===== config.mk =====
export PLATFORM = sky130hd
export DESIGN_NAME = timer_counter
export DESIGN_NICKNAME = d
export VERILOG_FILES = /design/src/rtl/timer_counter.sv
export SDC_FILE = /design/constraint.sdc
export NUM_CORES = 1
export LEC_CHECK = 0
export CAP_MARGIN = 20
export CORE_ASPECT_RATIO = 0.5
export CORE_MARGIN = 5
export CORE_UTILIZATION = 48
export DETAILED_ROUTE_END_ITERATION = 8
export PLACE_DENSITY_LB_ADDON = 0.2
export SYNTH_ARGS = -nofsm -noshare
export SYNTH_HDL_FRONTEND = slang
export SYNTH_SLANG_ARGS = --single-unit

===== constraint.sdc =====
create_clock -name pclk -period 5.14 [get_ports pclk]
set_input_delay 1.028 -clock pclk [delete_from_list [all_inputs] [get_ports pclk]]
set_output_delay 1.028 -clock pclk [all_outputs]
set_load 0.01 [all_outputs]

===== src/rtl/timer_counter.sv =====
// timer_counter: 8-bit up/down timer with 2**cks prescaler and TDR parallel load.
// Optional macro TIMER_CNT_HALT_EN adds the dbg_halt debug-freeze port.
module timer_counter #(
   parameter int CNT_W = 8,
   parameter int PSC_W = 7
) (
   input  logic             pclk,
   input  logic             preset_n,
   input  logic             en,
   input  logic             updw,
   input  logic             load,
   input  logic [CNT_W-1:0] tdr,
   input  logic [2:0]       cks,
`ifdef TIMER_CNT_HALT_EN
   input  logic             dbg_halt,
`endif
   output logic [CNT_W-1:0] cnt,
   output logic [CNT_W-1:0] last_cnt,
   output logic             tick
);
   logic [PSC_W-1:0] psc;
   logic [PSC_W-1:0] mask;
   logic             halt;
   logic             tick_c;
`ifdef TIMER_CNT_HALT_EN
   assign halt = dbg_halt;
`else
   assign halt = 1'b0;
`endif
   // low cks bits of the prescaler must all be ones; cks=0 gives an empty mask, so every cycle fires
   always_comb begin
      mask   = ~({PSC_W{1'b1}} << cks);
      tick_c = en & ~load & ~halt & ((psc & mask) == mask);
   end
   // halt freezes everything, load overrides counting and seeds last_cnt so no false wrap is seen
   always_ff @(posedge pclk or negedge preset_n) begin
      if (!preset_n) begin
         cnt      <= '0;
         last_cnt <= '0;
         psc      <= '0;
         tick     <= 1'b0;
      end else if (halt) begin
         tick     <= 1'b0;
      end else if (load) begin
         cnt      <= tdr;
         last_cnt <= tdr;
         psc      <= '0;
         tick     <= 1'b0;
      end else begin
         last_cnt <= cnt;
         tick     <= tick_c;
         if (en) psc <= psc + PSC_W'(1);
         if (tick_c) cnt <= updw ? cnt - CNT_W'(1) : cnt + CNT_W'(1);
      end
   end
endmodule


==> results of run 1 <==
-- logic make-up (layout without fill, tap and decap cells) --
| logic type | count (synthesis) | count (layout) | synth area share, % |
|---|---|---|---|
| AND/OR/NAND/NOR | 36 | 36 | 13.6 |
| adder cells (fa/ha/maj) | 8 | 8 | 8.02 |
| XOR/XNOR | 10 | 10 | 6.53 |
| AO/OA/AOI/OAI | 37 | 37 | 19.4 |
| flip-flops | 24 | 24 | 44.8 |
| multiplexers | 5 | 5 | 4.10 |
| buffers and inverters | 12 | 45 | 3.54 |
-- cell usage in the layout, fill, tap and decap left out --
cell,n
o221ai_2,3
xnor2_1,4
o21ai_0,8
a21o_2,1
nor2b_1,2
dfrtp_1,24
buf_8,1
o31ai_4,1
a21oi_1,16
fa_1,1
o31a_1,1
o21ai_1,1
a21oi_2,1
and3_4,1
nor2_1,11
nand2b_1,4
nand4_1,2
nand3_1,1
nor4_1,1
inv_2,1
inv_1,8
nand2_2,2
clkdlybuf4s50_1,32
and2_4,1
mux2_2,4
a32oi_1,1
a311oi_1,1
xor2_1,6
and3_1,1
nor3_1,1
o31ai_1,1
or3_1,1
ha_1,7
mux2i_1,1
clkbuf_8,3
a311o_1,1
nand2_1,8
a211oi_1,1
-- synth_stat cells, types with 2 or more instances --
master and number:
a21oi_1 16, buf_2 2, dfrtp_1 24, ha_1 7, inv_1 8, mux2_2 4, nand2_1 8, nand2_2 2
nand2b_1 4, nand4_1 2, nor2_1 11, nor2b_1 2, o21ai_0 8, o221ai_2 3, xnor2_1 4, xor2_1 6
-- per-layer routing --
| layer | routed length (um) | vias to the layer above |
|---|---|---|
| met3 | 119 | 2 |
| met2 | 1350 | 17 |
| met5 | 0 | - |
| met4 | 19 | 0 |
| met1 | 1340 | 530 |
| li1 | - | 533 |
-- layout make-up --
type	count	area [sq um]
Multi-Input combinational cell	96	693
Tap cell	37	46.3
Fill cell	218	885
Timing Repair Buffer	33	335
Clock buffer	3	41.3
Sequential cell	24	601
Inverter	9	33.8
-- through the flow --
stage | instances | utilization [%]
global route | 202 | 66.4
global placement | 198 | 64.3
detailed placement | 198 | 64.3
finish | 202 | 66.4
CTS | 201 | 65.9
floorplan | 132 | -
-- worst max-delay path, stage by stage --
cell	delay, ns
clkdlybuf4s50_1	0.70
inv_1	0.12
fa_1	0.47
nand2b_1	0.19
a21oi_1	0.18
nor4_1	0.06
a311oi_1	0.26
a21oi_1	0.10
-- power breakdown --
part           switching, mW  internal, mW  leakage, nW
registers            0.00975         0.204        0.299
logic                 0.0715        0.0753        0.426
clock network         0.0555        0.0523       0.0216
-- final timing paths --
| kind | end |
|---|---|
| setup / recovery | cnt[6] |
| hold / removal | psc[5] |
| setup reg to reg | cnt[7] |
| hold reg to reg | psc[5] |
| max in group asynchronous | cnt[2] |
| min in group asynchronous | cnt[1] |
-- state kept, by name (all words and copies together) (netlist names) --
signal,cells
cnt,8
psc,7
last_cnt,8
tick,1
==> results.ini, run 1 <==
[worst_setup_path]
path_max_fanout=8
crit_path_start_kind=primary input
required_ns=5.29
r2r_start=cnt[4]
r2r_cells=6
end_kind=flop
cp_data_arrival_time_ns=3.12
worstSetupPathType=in2reg
startpoint=updw
regToRegSetupSlack_ns=3.26

[die]
rows=13
core_sq_um=2640
dieArea_sq_um=4020
dieHeight_um=47.4
ios=33
die_w_um=84.8
initial_core_util_pct=50.9

[cells_and_area]
final_area_sq_um=1750
num_antenna_cells=0
nNetsFinal=191
syn2layout_area_growth_pct=30.5
drive_above_1_share_pct=11.5

[global_routing]
use_met3_pct=4.38
grt_util_met2_pct=28.8
grt_busiest_layer=met2
grt_max_degree=25
track_usage_pct=15.5
gr-total-overflow=0
gr-usage-met1_pct=18.5
grt_pass1_vias=1038
antenna_found_initial=0
grt_pass1_wl_um=4750

[clock_tree]
cts_tree=done
clock-sinks=24
clk-insertion-delay-late_ns=0.26
cts_setup_buffers=0
clkTransAtPathRegs_ns=0.08
ctsHoldBuffers=0
numCtsBuffers=3
cts_buffer_depth=2
cts_root_buffer=clkbuf_8
cts.repair.resized=0
cts-htree-levels=1

[logic_synthesis]
netlist_area_sq_um=1340
synth_edf_count=0
yosysUniqueCellTypes=37
synthCells=132
synth_top_area_share_pct=44.8
synth_largest_area_cell=dfrtp_1
synthesis.nets=156
seq_area_frac_synth_pct=44.8
ys_async_sr_fraction_pct=100
synth_area_per_cell_sq_um=10.2
ys.flop_type=dfrtp_1
yosysWarnings=0
yosys-top-cells-area=dfrtp_1 45%, ha_1 6.5%, a21oi_1 6.0%
ys_ff_latch=24

[sta]
worstMarginPinSlew_ns=0.835
finalMaxSlewViolations=0
hold_slack_ns=0.557
hold_violations=0
rsz0062_at_grt=false
max_slew_margin_pct=44.1
setup_ws_ns=2.17
layout_min_cycle_time_ns=2.97
skew_ns=0.00263
setup_tns_ns=0
setup_viol=0
fmax_ghz=0.337
finalCritPeriodShare_pct=57.8

[detailed_routing]
viasPerCell=5.36
dr.pass1.iters=4
wl_per_cell_um=14.0
detail-route-antenna-nets=0
drt_wl_total_um=2820
drc=0
drtIter0Drc=36
vias=1082

[hold_path]
hold_path.startpoint=psc[5]
hold_path.class=reg2reg
worst_hold_path.num_cells=2

[status]
status=complete, no violations

[placed_design]
place_congestion=0.798
place.detailed.hpwl_um=2050
port_buffers=32
dpl-instance-area_sq_um=1690
place_ws_ns=1.94

[pwr]
report.power.total_uw=469
p_leak_nw=0.746
ir_drop_mv=0.175
p_per_area_nw_per_um2=268

[run]
cap_viol_max_count=0

Note: power is estimated with default switching activity, not from simulation.
==> inputs of run 2 (changes only) <==
- CORE_UTILIZATION: 48 -> 44
- clock period: 5.14 -> 2.48 ns (I/O delays scaled with it)
==> run 2 against run 1 <==
  * Clock skew increased by 0.0058 ns
  * First-iteration DRC count is 5.6% higher
  * Largest power group unchanged
  * Via count grew 1.6%
  * Setup slack got worse by 1.9 ns
  * Largest cell class unchanged
  * Final cell count increased by 4.5%
  * Sequential power grew 110%
  * Core utilization down 5.9 points
  * Total power rose by 110%
  * Critical path depth unchanged
==> results.ini, run 2 (synthesis results as in run 1) <==
[detailed_routing]
viasPerCell=5.21  ; -2.8%
drtIter0Drc=38  ; +5.6%
drt_wl_total_um=3000  ; +6.3%
wl_per_cell_um=14.2  ; +1.7%
drc=0  ; unchanged
dr.pass1.iters=4  ; unchanged
detail-route-antenna-nets=0  ; unchanged
vias=1099  ; +1.6%

[sta]
max_slew_margin_pct=64.1  ; +20 points
finalCritPeriodShare_pct=90.9
hold_violations=0  ; unchanged
setup_ws_ns=0.226  ; -1.94 ns
layout_min_cycle_time_ns=2.25
skew_ns=0.00839  ; +0.00576 ns
setup_viol=0  ; unchanged
worstMarginPinSlew_ns=0.534  ; -0.302 ns
finalMaxSlewViolations=0  ; unchanged
rsz0062_at_grt=false
fmax_ghz=0.444

[clock_tree]
cts-htree-levels=1  ; unchanged
clkTransAtPathRegs_ns=0.09  ; about the same
cts_buffer_depth=2  ; unchanged
cts_setup_buffers=0  ; unchanged
clock-sinks=24  ; unchanged
cts_tree=done
cts.repair.resized=0  ; unchanged
cts_root_buffer=clkbuf_8
clk-insertion-delay-late_ns=0.27  ; about the same
ctsHoldBuffers=0  ; unchanged
numCtsBuffers=3  ; unchanged

[cells_and_area]
post-route-util_pct=60.5  ; -5.9 points
num_antenna_cells=0  ; unchanged
nFillCells=254  ; +17%
syn2layout_area_growth_pct=33.6
final_common_cell=clkdlybuf4s50_1
nNetsFinal=197  ; +3.1%
drive_above_1_share_pct=14.6  ; +3.1 points
layout_common_cells=32 x clkdlybuf4s50_1, 24 x dfrtp_1, 16 x a21oi_1
biggestRegsByFlops=cnt: 8 flops, last_cnt: 8 flops, psc: 7 flops

[worst_setup_path]
cp_slowest_stage_delay_ns=0.46  ; -0.24 ns
crit_chain=clkdlybuf4s50_1 -> buf_4 -> ha_1 -> nor2_1 -> o31ai_1 -> nand3_1 -> a32oi_1 -> a21oi_1
crit_path_start_kind=primary input
required_ns=2.64  ; -2.65 ns
path_delay_family=compound AO/OA/AOI/OAI gates
path_max_fanout=7  ; -1
end_kind=flop
worstSetupPathType=in2reg
path_buf_inv=2  ; unchanged
cp_data_arrival_time_ns=2.41  ; -0.71 ns
crit_slowest_cell=o31ai_1

[placed_design]
port_buffers=32  ; unchanged
place.detailed.hpwl_um=2310  ; +13%
place_congestion=0.819  ; +2.7%
place_ws_ns=-0.0276  ; -1.97 ns

[pwr]
p_sw_share_pct=29.9  ; +0.75 points
pwr-share-comb_pct=31.9  ; +0.6 points
p_leak_nw=0.773  ; +3.6%
p_seq_share_pct=44.7  ; -1.0 points
clockPowerShare_pct=23.4  ; +0.4 points
ir_drop_mv=0.248  ; +42%
p_per_area_nw_per_um2=555  ; +110%
p_sw_uw=298  ; +120%
p_int_uw=697  ; +110%

[die]
die_w_um=88.1  ; +3.9%
rows=14  ; +1
core_sq_um=2960  ; +12%
dieHeight_um=49.0  ; +3.5%
dieArea_sq_um=4320  ; +7.6%
initial_core_util_pct=45.3  ; -5.6 points
ios=33  ; unchanged

[global_routing]
grt_pass1_vias=1121  ; +8.0%
track_usage_pct=15.4  ; -0.093 points
antenna_found_initial=0  ; unchanged
gr-total-overflow=0  ; unchanged
grt_max_degree=25  ; unchanged
grt_pass1_wl_um=5240  ; +10%

[run]
cap_viol_max_count=0  ; unchanged

[hold_path]
hold_path.class=reg2reg

[status]
status=complete, no violations

==> run 2: routing by layer <==
layer / vias to the layer above / wire [um] / part of all wire [%] / GRT usage (%)
li1: 546 / - / - / -
met1: 536 / 1370 / 46 / 19.5
met2: 15 / 1500 / 50 / 26.9
met3: 2 / 106 / 3.5 / 3.54
met4: 0 / 22 / 0.73 / 3.02
met5: - / 0 / 0 / 0
==> run 2: stage by stage <==
| step | setup TNS [ns] | instances | hold WS, ns | power, mW | area, sq um |
|---|---|---|---|---|---|
| 3_3_place_gp | 0 | 208 | 0.527 | 0.762 | 1750 |
| 2_1_floorplan | 0 | 132 | 0.200 | 0.627 | 1340 |
| 5_1_grt | 0 | 211 | 0.579 | 1.06 | 1790 |
| 3_5_place_dp | -0.0276 | 208 | 0.530 | 0.771 | 1750 |
| 6_report | 0 | 211 | 0.550 | 0.995 | 1790 |
| 4_1_cts | 0 | 211 | 0.554 | 1.00 | 1790 |
==> run 2: final cells by class <==
class / instances / area, sq um / share of cell area (%)
Multi-Input combinational cell: 96 / 693 / 38.7
Sequential cell: 24 / 601 / 33.5
Timing Repair Buffer: 39 / 373 / 20.8
Tap cell: 40 / 50.0 / 2.79
Clock buffer: 3 / 41.3 / 2.30
Inverter: 9 / 33.8 / 1.89
==> run 2: final timing paths <==
kind                                from          end  slack (ns)  cells after the start
worst max register to register    cnt[2]       cnt[7]        0.63                      6
worst min-delay path              psc[5]       psc[5]        0.55                      2
min in group asynchronous       preset_n       cnt[2]        0.59                      2
max in group asynchronous       preset_n  last_cnt[5]        1.64                      2
worst max-delay path                updw       cnt[7]        0.23                      8
worst min register to register    psc[5]       psc[5]        0.55                      2
==> run 2: power groups by stage <==
stage                     Clock [mW]  Sequential (mW)  Combinational [mW]
after CTS                      0.239            0.445               0.320
after floorplan                    0            0.465               0.163
final                          0.232            0.444               0.318
after global placement             0            0.451               0.311
after detailed placement           0            0.453               0.319
after global routing           0.261            0.450               0.351
==> run 2: worst min-delay path, delay by kind of cell (launching register included) <==
kind | cells | cell delay (ns)
xor gates and xnor gates | 1 | 0.07
and+or+nand+nor | 1 | 0.08
DFF | 1 | 0.36
